File: src/rtl/antilog_converter.sv
// -----------------------------------------------------------------------------
// antilog_converter
//
// Converts a log-domain operand back to the linear domain:
//   product = ({1'b1, OPs_sum} << log_sum) >> (WIDTH-1), fraction truncated.
// A set zero_in flag forces the product to 0.
//
// Two-stage valid/ready pipeline:
//   S1 registers the mantissa with its hidden one, coarse-shifted by a
//      multiple of 8 taken from log_sum[LOG2_WIDTH:3]. It also registers the
//      fine shift amount and the zero flag.
//   S2 applies the fine shift log_sum[2:0], right-aligns the result by
//      WIDTH-1 and applies the zero mask.
//
// Ports
//   clk        rising-edge clock
//   rst_n      asynchronous active-low reset
//   in_valid   operand presented
//   in_ready   operand accepted this cycle (combinational from out_ready)
//   OPs_sum    summed mantissa, fraction bits only (WIDTH-1 bits)
//   log_sum    summed characteristic (LOG2_WIDTH+1 bits)
//   zero_in    one multiplicand was zero; product is forced to 0
//   out_valid  product valid
//   out_ready  downstream accepts the product
//   product    linear-domain product (2*WIDTH bits)
// -----------------------------------------------------------------------------
module antilog_converter #(
  parameter int LOG2_WIDTH = 4,
  parameter int WIDTH      = 2**LOG2_WIDTH
) (
  input  logic                  clk,
  input  logic                  rst_n,
  input  logic                  in_valid,
  output logic                  in_ready,
  input  logic [WIDTH-2:0]      OPs_sum,
  input  logic [LOG2_WIDTH:0]   log_sum,
  input  logic                  zero_in,
  output logic                  out_valid,
  input  logic                  out_ready,
  output logic [2*WIDTH-1:0]    product
);

  // Wide enough that the largest mantissa shifted by the largest log_sum
  // keeps every integer bit.
  localparam int SHIFT_W = WIDTH + 2**(LOG2_WIDTH+1) - 1;

  logic                  s1_valid;
  logic [SHIFT_W-1:0]    s1_coarse;
  logic [2:0]            s1_fine;
  logic                  s1_zero;

  logic                  s2_valid;
  logic [2*WIDTH-1:0]    s2_product;

  logic                  s2_advance;
  logic                  in_fire;

  logic [SHIFT_W-1:0]    mant_ext;
  logic [LOG2_WIDTH:0]   coarse_amt;
  logic [SHIFT_W-1:0]    coarse_shifted;
  logic [SHIFT_W-1:0]    fine_shifted;
  logic [2*WIDTH-1:0]    product_next;
  logic [WIDTH-2:0]      discarded_frac_unused;

  // S2 moves whenever its content is consumed or it holds nothing; S1 drains
  // into S2 under the same condition, so in_ready follows it directly.
  assign s2_advance = out_ready | ~s2_valid;
  assign in_ready   = ~s1_valid | s2_advance;
  assign in_fire    = in_valid & in_ready;

  // Coarse shift: log_sum with its three low bits cleared is a multiple of 8.
  assign mant_ext       = {{(SHIFT_W-WIDTH){1'b0}}, 1'b1, OPs_sum};
  assign coarse_amt     = {log_sum[LOG2_WIDTH:3], 3'b000};
  assign coarse_shifted = mant_ext << coarse_amt;

  // Fine shift, then drop the WIDTH-1 fraction bits (floor).
  assign fine_shifted          = s1_coarse << s1_fine;
  assign discarded_frac_unused = fine_shifted[WIDTH-2:0];
  assign product_next          = s1_zero ? '0 : fine_shifted[WIDTH-1 +: 2*WIDTH];

  // S1 valid bit follows in_valid whenever S1 is free to move; its data only
  // loads on an actual transfer so a bubble never overwrites held data.
  always_ff @(posedge clk or negedge rst_n) begin
    if (!rst_n) begin
      s1_valid  <= 1'b0;
      s1_coarse <= '0;
      s1_fine   <= '0;
      s1_zero   <= 1'b0;
    end else begin
      if (in_ready) begin
        s1_valid <= in_valid;
      end
      if (in_fire) begin
        s1_coarse <= coarse_shifted;
        s1_fine   <= log_sum[2:0];
        s1_zero   <= zero_in;
      end
    end
  end

  // S2 holds while a valid product waits on out_ready.
  always_ff @(posedge clk or negedge rst_n) begin
    if (!rst_n) begin
      s2_valid   <= 1'b0;
      s2_product <= '0;
    end else if (s2_advance) begin
      s2_valid <= s1_valid;
      if (s1_valid) begin
        s2_product <= product_next;
      end
    end
  end

  assign out_valid = s2_valid;
  assign product   = s2_product;

endmodule

File: config.mk
export PLATFORM = sky130hd
export DESIGN_NAME = antilog_converter
export DESIGN_NICKNAME = d
export VERILOG_FILES = /design/src/rtl/antilog_converter.sv
export SDC_FILE = /design/constraint.sdc
export NUM_CORES = 1
export LEC_CHECK = 0
export CORE_MARGIN = 2
export CORE_UTILIZATION = 50
export CTS_BUF_LIST = sky130_fd_sc_hd__clkbuf_2 sky130_fd_sc_hd__clkbuf_4 sky130_fd_sc_hd__clkbuf_8
export CTS_CLUSTER_SIZE = 40
export DETAILED_ROUTE_END_ITERATION = 10
export PLACE_DENSITY_LB_ADDON = 0.12
export SLEW_MARGIN = 20
export SYNTH_ARGS = -nofsm -noshare
export SYNTH_HDL_FRONTEND = slang
export SYNTH_SLANG_ARGS = --single-unit
File: constraint.sdc
create_clock -name clk -period 2.8 [get_ports clk]
set_input_delay 0.56 -clock clk [delete_from_list [all_inputs] [get_ports clk]]
set_output_delay 0.56 -clock clk [all_outputs]
set_load 0.05 [all_outputs]
[Word-level counts from Yosys, hierarchy flattened]
Index checks and enable logic that the tools add are counted.
Word-level totals
  flip-flop bits (word level): 85
  latch bits: 0
  RAM bits: 0
  ROM bits: 0
  input port bits: 25
  output and inout bits: 34
  memories: 0
Cells by class
  $add $sub $neg: 0
  multiply operators: 0
  divide/modulo/power cells: 0
  order comparisons: 0
  eq/ne operators: 0
  shifts and indexed selects: 2
  muxes and demuxes: 1
  bitwise logic cells: 5
  reductions and logical operators: 1
Operators with widths (number)
  16-bit by 5-bit << shifter with 47-bit output: 1
  47-bit by 3-bit << shifter with 47-bit output: 1
  32-bit two-way mux: 1
  1-bit NOT: 2
  1-bit OR: 2
  2-bit AND reduction: 1
  1-bit AND: 1

[Logic depth before layout (Yosys ltp)]
  depth after elaboration: 4
  depth in mapped cells: 6

[Worst setup path after synthesis]
OpenSTA, ideal clock, no wires.
  path kind: reg2reg
  start point: reg s2_valid (netlist: out_valid)
  end point: reg s1_fine[0]
  setup time: 0.125 ns
  arrival: 2.008 ns
  data required time: 2.675 ns
  path slack: 0.668 ns
  stages on the path, launching flop included: 5
  path buffers: 1
  clock period less this slack: 2.132 ns
  cell sequence: dfrtp_1 > nand3b_1 > nand2_1 > buf_4 > mux2_2
Between the ends
  word-level cells in the longest chain between the ends: 4
Ends and longest elaborated chain
  start: declaration: RTL line 52  | logic s2_valid;
  start signal: assignment: RTL line 107  | s2_valid <= s1_valid;
  1-bit NOT: RTL line 67  | assign s2_advance = out_ready | ~s2_valid;
  1-bit OR: RTL line 67
  1-bit OR: RTL line 68  | assign in_ready = ~s1_valid | s2_advance;
  named net in_ready: RTL line 34  | output logic in_ready,
  1-bit AND: RTL line 69  | assign in_fire = in_valid & in_ready;
  end signal: assignment: RTL line 95  | s1_fine <= log_sum[2:0];
  end: declaration: RTL line 49  | logic [2:0] s1_fine;
The timed path passes the listed nets, and every way through them passes these cells.
A chain may end at the register's enable or synchronous reset.

[Worst setup path in the final report]
  start point: reg s2_valid (netlist: out_valid)
  end point: out out_valid
RTL lines
  end: declaration: RTL line 38  | output logic out_valid,
No word-level cell between the ends.

==> key figures <==
Yosys
  • Mux cell area share after synthesis: 0.1318
  • Number of flops mapped to enable cells by yosys: 0
  • Main combinational cell family by area after synthesis: compound AO/OA/AOI/OAI gates
  • Xor/xnor share of the synthesized area: 0
  • Seq cells post-synth: 70
  • Average size of a mapped cell: 10.00 um2
  • Synth Area in Simple Gates: 0.1137
  • Post-synth design cell area: 3751 um2
  • Main synth FF type: dfrtp_1
  • Syn Nets: 400
  • Synth Area in Adders: 0
  • Synth Area in Compound Gates: 0.2272
  • Post-synth ARST share: 1.000
  • Synth Warn #: 0
  • Post-synth cell types: 33
  • Seq/Total Area, Yosys: 0.4670
  • Synth Instances: between 300 and 400

Floorplan
  • Starting Density: 0.5172
  • Die Height: 90.62 um
  • Placement Rows: 31
  • DIE AREA: 8211 um2
  • Ports: 59
  • Die width: 90.62 um
  • Core Region: 7253 um2

Flow run
  • Max-cap violations: 0

STA
  • Max Clock Freq: about 470 MHz
  • Final Cycle Share: 0.7522
  • Final min period: 2.106 ns
  • Max Slew Vio Count: 0
  • Worst-Margin Slew: 0.9452 ns
  • Setup TNS: 0 ns
  • Slew headroom: 0.3683
  • RSZ-0062 raised after global routing: false
  • Hold Violations, Final: 0
  • WHS: roughly 0.23 ns
  • Setup Skew: 0.008591 ns
  • Final setup violation count: 0

Worst setup path
  • Crit-path leading delay family: buffers and inverters
  • Buffers & Inverters on Critical Path: 1
  • Slowest cell on the critical path: clkdlybuf4s50_1
  • Critical Path End Type: primary output
  • Crit-path max cell delay: between 0.8 and 0.9 ns
  • Critical R2R Capture: product[14]
  • Required time of the critical path: 2.24 ns
  • Worst reg2reg startpoint: s1_fine[1]
  • Startpoint types: flip-flop
  • Signal arrival time at the worst endpoint: 1.55 ns
  • Critical Path Start: out_valid
  • FF-to-FF path depth: 3
  • CP Max Fanout: 3
  • R2R setup slack: 0.87 ns
  • Worst path cell trace: clkdlybuf4s50_1
  • CP Class: reg -> out

Power
  • PD cells: about 740 nW/um2
  • Internal: 2043 uW
  • Seq pwr share: 0.389
  • Switching power total: ~1300 uW
  • Leakage: 0.001875 uW
  • Clock power share: 0.223
  • Sw frac: 0.3854
  • Logic pwr share: 0.387
  • Maximum vdd drop: 0.0002887 V

Layout
  • Register area: 1752 um2
  • Most frequent cells in the layout: 70 x dfrtp_1, 68 x nand2_1, 56 x clkdlybuf4s50_1, 46 x o22ai_1, 36 x o31ai_1
  • ANT cells: 0
  • # nets final: 442
  • Most common cell after layout, fill and taps aside: dfrtp_1
  • Area of the multi-input gates: ~1800 um2
  • Fillers: 652
  • Share of cells above drive strength 1: 0.1496
  • Area Overhead vs Synth: 19.35%

Global routing
  • GRT Residual Overflow: 0
  • First-pass GRT wire length: 14530 um
  • Largest net degree at the start of global routing: 65
  • GRT Total Usage: 0.2218
  • Initial antenna violation count: 0
  • Vias in the first global route: 2865

Clock network
  • Deepest clock path buffer count: 2
  • H-tree Lvls: 3
  • CTS buffer count: 9
  • Post-CTS setup buffers: 0
  • Clock sink count: 70
  • Worst-Skew Late Latency: 0.34 ns
  • Reg clk slew, reported paths: 0.07 ns
  • CTS resizes: 0
  • CTS Hold Bufs: 0
  • CTS tree: done
  • Root Driver: clkbuf_8

Detailed routing
  • Antenna Nets Post-Route: 0
  • DR vias: 3107
  • DR DRC count: 0
  • Wire per inst: 16.82 um
  • Vias per cell: 5.975
  • WL final: approximately 9000 um
  • DRT Pass-1 Iters: 5
  • 1st-iter DRT viols: 269

Status
  • Status: finished, final reports clean

Min path
  • Min-Delay Path Class: in -> async

Placed design
  • Gpl congestion: approximately 0.82
  • DP HPWL: 6200 um
  • Port buffer count: between 50 and 60
[how the worst max path moves through the flow]
| stage | to | slack (ns) | cells after the start |
|---|---|---|---|
| 3_3_place_gp | product[24] | 0.58 | 5 |
| 6_report | out_valid | 0.69 | 1 |
| 4_1_cts | out_valid | 0.67 | 1 |
| 2_1_floorplan | s1_fine[0] | 0.67 | 4 |
| 3_5_place_dp | product[24] | 0.56 | 5 |
| 5_1_grt | out_valid | 0.64 | 1 |
[synthesized netlist by cell type, types with 2 or more instances]
cell / count / area share
buf_6: 4 / 0.012
o31ai_2: 2 / 0.0067
buf_12: 2 / 0.011
o21ai_1: 2 / 0.0027
mux2i_2: 2 / 0.0073
a22o_1: 4 / 0.0093
nand2_1: 69 / 0.069
buf_2: 14 / 0.019
dfrtp_1: 70 / 0.47
a22oi_1: 9 / 0.018
mux2i_1: 11 / 0.029
o31ai_1: 36 / 0.072
mux2_4: 2 / 0.0080
mux2_2: 29 / 0.087
a21oi_1: 4 / 0.0053
nand2b_1: 4 / 0.0067
o21ai_0: 22 / 0.029
clkbuf_1: 7 / 0.0070
nand3_1: 8 / 0.011
nor2b_1: 5 / 0.0083
buf_4: 5 / 0.010
o22ai_1: 46 / 0.077
nor2_1: 8 / 0.0080
[metrics by stage]
stage	area, um2	total power [uW]	setup slack, ns	instances	utilization
CTS	4477	3338	0.6700	520	0.6172
detailed placement	4298	2595	0.5596	505	0.5925
global route	4477	3493	0.6395	520	0.6172
floorplan	3751	2232	0.6678	375	-
global placement	4298	2579	0.5827	505	0.5925
finish	4477	3324	0.6937	520	0.6172
[layout make-up]
| cell class | instances | area share |
|---|---|---|
| multi-input cells | 271 | 0.3966 |
| flip-flops and latches | 70 | 0.3913 |
| repair buffers | 64 | 0.1437 |
| clock buffers | 14 | 0.03885 |
| well taps | 99 | 0.02767 |
| clock inverters | 1 | 0.001118 |
| inverters | 1 | 0.0008385 |
[worst register-to-register path: stages (launching register included)]
cell and delay (ns):
dfrtp_1 0.53, nand2b_1 0.79, o22ai_1 0.24, o31ai_1 0.28
[power groups by stage]
stage                     Sequential (uW)  Clock [uW]  Combinational [uW]
after global placement               1300           0                1270
after detailed placement             1310           0                1280
after global routing                 1320         798                1380
after floorplan                      1630           0                 602
after CTS                            1290         758                1290
final                                1290         742                1290
[layer usage]
metal	vias up	wire, um	track usage
met5	-	0	0
met4	0	102	0.08333
met3	9	504	0.02922
met2	104	3904	0.3215
met1	1515	4232	0.3388
li1	1479	-	-
[registers in the layout, summed over array words and instances, names as in the netlist]
register / count
out_valid: 1
product: 32
s1_fine: 3
s1_valid: 1
s1_coarse: 32
s1_zero: 1
[cell families after synthesis]
group                  after synthesis
multiplexers                        44
AND/OR/NAND/NOR                     99
flip-flops                          70
AO/OA/AOI/OAI                      128
buffers and inverters               34
No activity file was read; power rests on OpenSTA's default activity.
